[config.mk]
export PLATFORM = sky130hd
export DESIGN_NAME = dice_roller_n
export DESIGN_NICKNAME = d
export VERILOG_FILES = /design/src/rtl/dice_pkg.sv /design/src/rtl/seven_seg_dec.sv /design/src/rtl/dice_roller_n.sv
export SDC_FILE = /design/constraint.sdc
export NUM_CORES = 1
export LEC_CHECK = 0
export CAP_MARGIN = 10
export CORE_ASPECT_RATIO = 1.4
export CORE_MARGIN = 8
export CORE_UTILIZATION = 50
export DETAILED_ROUTE_END_ITERATION = 10
export GPL_TIMING_DRIVEN = 0
export PLACE_DENSITY = 0.81
export SLEW_MARGIN = 20
export SYNTH_ARGS = -nofsm -noshare
export SYNTH_HDL_FRONTEND = slang
export SYNTH_SLANG_ARGS = --single-unit
[constraint.sdc]
create_clock -name CLK -period 2.61 [get_ports CLK]
set_clock_uncertainty 0.15 [all_clocks]
set_input_delay 0.783 -clock CLK [delete_from_list [all_inputs] [get_ports CLK]]
set_output_delay 0.783 -clock CLK [all_outputs]
set_load 0.05 [all_outputs]
[src/rtl/dice_pkg.sv]
// Shared types and constants for the N-die roller: FSM states, segment table,
// face advance and sum-width helpers.
package dice_pkg;

  typedef enum logic [1:0] {
    IDLE = 2'd0,
    ROLL = 2'd1,
    SLOW = 2'd2,
    HOLD = 2'd3
  } state_t;

  // Index 0 is the leftmost entry; bit order {A,B,C,D,E,F,G}, active-high.
  localparam logic [0:9][6:0] SEG_TABLE = {
    7'b1111110, 7'b0110000, 7'b1101101, 7'b1111001, 7'b0110011,
    7'b1011011, 7'b1011111, 7'b1110000, 7'b1111111, 7'b1111011
  };

  function automatic int sum_width(input int n_dice, input int faces);
    return $clog2(n_dice * faces + 1);
  endfunction

  function automatic logic [3:0] next_face(input logic [3:0] value, input int faces);
    return (value == 4'(faces)) ? 4'd1 : value + 4'd1;
  endfunction

endpackage

[src/rtl/seven_seg_dec.sv]
// Decimal digit to active-high seven-segment pattern {A,B,C,D,E,F,G}.
module seven_seg_dec
  import dice_pkg::*;
(
  input  logic [3:0] i_value,
  output logic [6:0] o_seg
);

  always_comb begin
    o_seg = 7'b0000000;
    if (i_value <= 4'd9) begin
      o_seg = SEG_TABLE[i_value];
    end
  end

endmodule

[src/rtl/dice_roller_n.sv]
// N-die electronic dice: synchronised roll button, prescaled roll ticks,
// decelerating slow-down, doubles buzzer and sum output.
module dice_roller_n
  import dice_pkg::*;
#(
  parameter int N_DICE      = 2,
  parameter int FACES       = 6,
  parameter int TICK_DIV    = 1,
  parameter int SLOW_STEPS  = 4,
  parameter int BUZZ_CYCLES = 16,
  localparam int SUM_W      = sum_width(N_DICE, FACES)
) (
  input  logic                  CLK,
  input  logic                  CLR_n,
  input  logic                  SW,
  output logic [7*N_DICE-1:0]   SEG,
  output logic [4*N_DICE-1:0]   VALUE,
  output logic [SUM_W-1:0]      SUM,
  output logic                  ROLLING,
  output logic                  DONE,
  output logic                  Buzzer
);

  localparam int PRE_W  = (TICK_DIV > 1) ? $clog2(TICK_DIV) : 1;
  localparam int BUZZ_W = (BUZZ_CYCLES > 1) ? $clog2(BUZZ_CYCLES) : 1;

  state_t           r_state;
  state_t           w_state_next;
  logic             r_sw_meta;
  logic             r_sw_s;
  logic             r_sw_d;
  logic             w_rise;
  logic             w_fall;
  logic [PRE_W-1:0] r_presc;
  logic             w_rolling;
  logic             w_tick;
  logic [6:0]       r_slow_cnt;
  logic [2:0]       r_step;
  logic [6:0]       w_gap_last;
  logic             w_enter_roll;
  logic             w_enter_slow;
  logic             w_enter_hold;
  logic             w_slow_step;
  logic             w_all_equal;
  logic [SUM_W-1:0] w_sum;
  logic [4*N_DICE-1:0] w_value;
  logic             r_buzz;
  logic [BUZZ_W-1:0] r_buzz_cnt;

  // Two-flop synchroniser plus one delay flop for edge detection.
  always_ff @(posedge CLK or negedge CLR_n) begin
    if (!CLR_n) begin
      r_sw_meta <= 1'b0;
      r_sw_s    <= 1'b0;
      r_sw_d    <= 1'b0;
    end else begin
      r_sw_meta <= SW;
      r_sw_s    <= r_sw_meta;
      r_sw_d    <= r_sw_s;
    end
  end

  assign w_rise     = r_sw_s & ~r_sw_d;
  assign w_fall     = ~r_sw_s & r_sw_d;
  assign w_rolling  = (r_state == ROLL) || (r_state == SLOW);
  assign w_tick     = w_rolling && (r_presc == PRE_W'(TICK_DIV - 1));
  assign w_gap_last = 7'((7'd2 << r_step) - 7'd1);

  always_comb begin
    w_state_next = r_state;
    w_enter_roll = 1'b0;
    w_enter_slow = 1'b0;
    w_enter_hold = 1'b0;
    w_slow_step  = 1'b0;
    case (r_state)
      IDLE: w_enter_roll = w_rise;
      ROLL: w_enter_slow = w_fall;
      SLOW: begin
        // A re-roll pre-empts any step (including the final one) in the same cycle.
        if (w_rise) begin
          w_enter_roll = 1'b1;
        end else if (r_step == 3'(SLOW_STEPS)) begin
          w_enter_hold = 1'b1;
        end else if (w_tick && (r_slow_cnt == w_gap_last)) begin
          w_slow_step = 1'b1;
        end
      end
      HOLD: w_enter_roll = w_rise;
      default: w_state_next = IDLE;
    endcase
    if (w_enter_roll) begin
      w_state_next = ROLL;
    end else if (w_enter_slow) begin
      w_state_next = SLOW;
    end else if (w_enter_hold) begin
      w_state_next = HOLD;
    end
  end

  always_ff @(posedge CLK or negedge CLR_n) begin
    if (!CLR_n) begin
      r_state <= IDLE;
    end else begin
      r_state <= w_state_next;
    end
  end

  always_ff @(posedge CLK or negedge CLR_n) begin
    if (!CLR_n) begin
      r_presc <= '0;
    end else if (w_enter_roll || w_enter_slow) begin
      r_presc <= '0;
    end else if (w_rolling) begin
      r_presc <= w_tick ? '0 : r_presc + 1'b1;
    end
  end

  // r_slow_cnt counts ticks since the previous step; r_step is the next step index.
  always_ff @(posedge CLK or negedge CLR_n) begin
    if (!CLR_n) begin
      r_slow_cnt <= '0;
      r_step     <= '0;
    end else if (w_enter_roll || w_enter_slow) begin
      r_slow_cnt <= '0;
      r_step     <= '0;
    end else if (w_slow_step) begin
      r_slow_cnt <= '0;
      r_step     <= r_step + 3'd1;
    end else if ((r_state == SLOW) && w_tick) begin
      r_slow_cnt <= r_slow_cnt + 7'd1;
    end
  end

  genvar gi;
  generate
    for (gi = 0; gi < N_DICE; gi++) begin : g_die
      logic [3:0] r_val;
      logic [1:0] r_cnt;
      logic       w_roll_adv;

      // Die gi advances on every (gi+1)-th tick while rolling.
      assign w_roll_adv = (r_state == ROLL) && w_tick && (r_cnt == 2'(gi));

      always_ff @(posedge CLK or negedge CLR_n) begin
        if (!CLR_n) begin
          r_val <= 4'd1;
          r_cnt <= 2'd0;
        end else begin
          if (w_enter_roll) begin
            r_cnt <= 2'd0;
          end else if ((r_state == ROLL) && w_tick) begin
            r_cnt <= (r_cnt == 2'(gi)) ? 2'd0 : r_cnt + 2'd1;
          end
          if (w_roll_adv || w_slow_step) begin
            r_val <= next_face(r_val, FACES);
          end
        end
      end

      assign w_value[4*gi +: 4] = r_val;

      seven_seg_dec u_seg (
        .i_value (r_val),
        .o_seg   (SEG[7*gi +: 7])
      );
    end
  endgenerate

  always_comb begin
    w_sum = '0;
    for (int i = 0; i < N_DICE; i++) begin
      w_sum = w_sum + SUM_W'(w_value[4*i +: 4]);
    end
  end

  always_comb begin
    w_all_equal = (N_DICE >= 2) ? 1'b1 : 1'b0;
    for (int i = 1; i < N_DICE; i++) begin
      if (w_value[4*i +: 4] != w_value[3:0]) begin
        w_all_equal = 1'b0;
      end
    end
  end

  // Values are already frozen on the HOLD-entry edge, so doubles are sampled there.
  always_ff @(posedge CLK or negedge CLR_n) begin
    if (!CLR_n) begin
      r_buzz     <= 1'b0;
      r_buzz_cnt <= '0;
    end else if (w_enter_roll) begin
      r_buzz     <= 1'b0;
      r_buzz_cnt <= '0;
    end else if (w_enter_hold && w_all_equal && (BUZZ_CYCLES > 0)) begin
      r_buzz     <= 1'b1;
      r_buzz_cnt <= BUZZ_W'(BUZZ_CYCLES - 1);
    end else if (r_buzz) begin
      if (r_buzz_cnt == '0) begin
        r_buzz <= 1'b0;
      end else begin
        r_buzz_cnt <= r_buzz_cnt - 1'b1;
      end
    end
  end

  assign VALUE   = w_value;
  assign SUM     = w_sum;
  assign ROLLING = w_rolling;
  assign DONE    = (r_state == HOLD);
  assign Buzzer  = r_buzz;

endmodule

==> results of run 1 <==
## cell families after synthesis
kind of cell / count (synthesis)
simple gates: 82
compound gates: 55
flops: 33
buf+inv: 31
fa+ha+maj: 29
xor+xnor: 19
mux: 10
## synth_stat cells (all sizes together), types with 4 or more instances
library cell,number
a21oi,11
buf,4
clkbuf,4
dfrtp,31
ha,28
inv,22
mux2,4
mux2i,6
nand2,20
nor2,35
nor4,4
o21ai,9
o22ai,6
xnor2,15
xor2,4
## registers in the layout, summed over array words and instances, names as in the netlist
| register | cells |
|---|---|
| r_sw_meta | 1 |
| r_slow_cnt | 7 |
| r_sw_s | 1 |
| g_die.r_val | 8 |
| r_step | 3 |
| r_sw_d | 1 |
| r_state | 2 |
| g_die.r_cnt | 4 |
| r_presc | 1 |
| r_buzz_cnt | 4 |
| Buzzer | 1 |
## metal layers
metal | vias up | wire length, um
met4 | 0 | 193
met2 | 49 | 3960
li1 | 1043 | -
met1 | 1117 | 2720
met3 | 16 | 148
met5 | - | 0
## cells in the final DEF, fill, tap and decap left out, types with 6 or more instances in the layout
master,n
a21oi_1,7
xnor2_1,10
ha_4,10
mux2i_1,6
dfrtp_1,26
nand2_1,18
buf_6,30
nor2_1,28
buf_4,25
ha_1,15
inv_1,13
## what timing repair did
action,CTS,global route
pin swaps,20,11
gates resized for setup,180,36
buffers inserted,24,14
endpoints found under the setup margin,40,38
## how the worst min path moves through the flow
stage	start	to	slack [ps]	cells after the start
6_report	r_sw_meta	r_sw_s	230	0
5_1_grt	r_sw_meta	r_sw_s	230	0
4_1_cts	r_sw_meta	r_sw_s	200	0
3_5_place_dp	r_sw_meta	r_sw_s	190	0
3_3_place_gp	r_sw_meta	r_sw_s	180	0
2_1_floorplan	r_sw_meta	r_sw_s	180	0
## cell type report
class / instances / area [um^2]
flip-flops and latches: 33 / 842
repair buffers: 68 / 671
clock buffers: 6 / 72.6
fillers: 262 / 922
plain buffers: 6 / 45.0
inverters: 23 / 100
well taps: 64 / 80.1
multi-input cells: 195 / 1990
clock inverters: 2 / 10.0
## critical path, stage by stage (launching register included)
cell     delay [ps]
dfstp_4         690
ha_4            160
inv_2            30
fa_2            390
xnor2_4         180
buf_6           180
## stage by stage
stage	instance area, um^2	setup slack, ps	setup TNS [ps]
after floorplan	2660	-82.9	-367
after global placement	3050	-589	-11260
after detailed placement	3050	-602	-10800
after CTS	3530	-221	-2840
after global routing	3810	-265	-5220
final	3810	-243	-3500
==> flow_summary.yaml, run 1 <==
critical_path:
  r2r_start: "r_step[0]"
  crit_type: "flip-flop to output pin"
  cp-start-kind: "flip-flop"
  crit_end: "SUM[2]"
  crit_required_ps: 1680
  r2r_end: "g_die[1].r_val[3]"
  timing.critical_path.from: "g_die[1].r_val[0]"
  cp_data_arrival_time_ps: 1920
  ff2ff_setup_slack_ps: -160
  worst-r2r-cell-count: 10
  critPathCaptureType: "output pin"
  cp_max_fo: 5
run_status:
  failed_checks: "setup timing"
  status: "finished with violations"
clock_tree:
  path_clk_slew_ps: 70
  clk_path_buf_depth: 2
  clock-root-buffer: "clkbuf_8"
  hold_buffers: 0
  clock_sinks: 33
  cts_made_buffers: 5
  insertion_delay_ps: 280
  htreeDepth: 2
  tritoncts: "done"
detailed_routing:
  via_count: 2225
  routedWlPerCell_um: 17.7
  ant_nets: 0
  drt-initial-drc-count: 132
  dr.pass1.iters: 4
  via_per_inst: 5.60
  drt-total-wl_um: 7020
  drc_errors: 0
grt:
  grt_pass1_vias: 2285
  antenna_found_initial: 0
  grt_usage_pct: 17.6
  grtUsageMet3_pct: 2.36
  busiest_layer: "met2"
  grtUsageMet1_pct: 20.2
  grtUsageMet2_pct: 32.6
  grt-ovfl-total: 0
  grt_pass1_wl_um: 10600
  grt_max_degree: 34
finish:
  layout.cells.non_filler: 397
  diodes: 0
  final_core_util_pct: 80.5
  drive_gt1_share_pct: 47.1
  area_growth_pct: 58.3
  final_nets: 364
synth:
  synth_top_family_by_area: "simple AND/OR/NAND/NOR gates"
  synth_top_area_share_pct: 32.3
  synth_xor_area_share_pct: 6.92
  syn_area_mm2: 0.00240
  async_flop_share_pct: 100
  ys.flop_type: "dfrtp_1"
  ys_ff_latch: 33
  synth-compound-area-share_pct: 16.0
  yosys.area.top_type: "dfrtp_1"
  ys_seq_area_share_pct: 34.4
  synth_area_leaders: "dfrtp_1, ha_1, nor2_1"
  synth-edff-count: 0
  yosysWarningCount: 0
  avgSynthCellArea_um2: 9.28
  syn_inst: 259
  yosys.area_share.simple_pct: 16.9
  syn-num-nets: 291
  synthAdderAreaFrac_pct: 15.4
  synth.distinct_cells: 54
  synth_mux_area_share_pct: 4.68
timing:
  fin_crit_sh_pct: 109
  rsz0062_at_grt: "true"
  worst_slew_pin_slew_ps: 722
  slew_violations: 0
  finalCriticalPeriod_ps: 2850
  layout_setup_ws_ps: -243
  slew_headroom_pct: 51.9
  whs_ps: 232
  timing.final.hold_violations: 0
  setup_viol: 28
  fmax_mhz: 350
floorplan:
  io_pins: 32
  dieArea_mm2: 0.00732
  die_y_um: 98.1
  num_rows: 30
  start_util_pct: 50.8
  core_area_mm2: 0.00473
  die_width_um: 74.6
place:
  port_buffers: 31
  dp.cells: 354
  gp_congestion: 0.791
  hpwl_um: 3990
job:
  maxCapViolCount: 0
worst_hold_path:
  hold_path.class: "flip-flop to flip-flop"
Power of run 1 is left out: the tool's default activity adds up to more than one toggle a clock period on the data nets, which glitch-free logic cannot reach.
==> run 2: changes to the inputs <==
CAP_MARGIN = default   (was 10)
==> results of run 2 <==
No change in the layout: final DEF, timing and power equal those of run 1.
Power of run 2 is left out for the same reason.
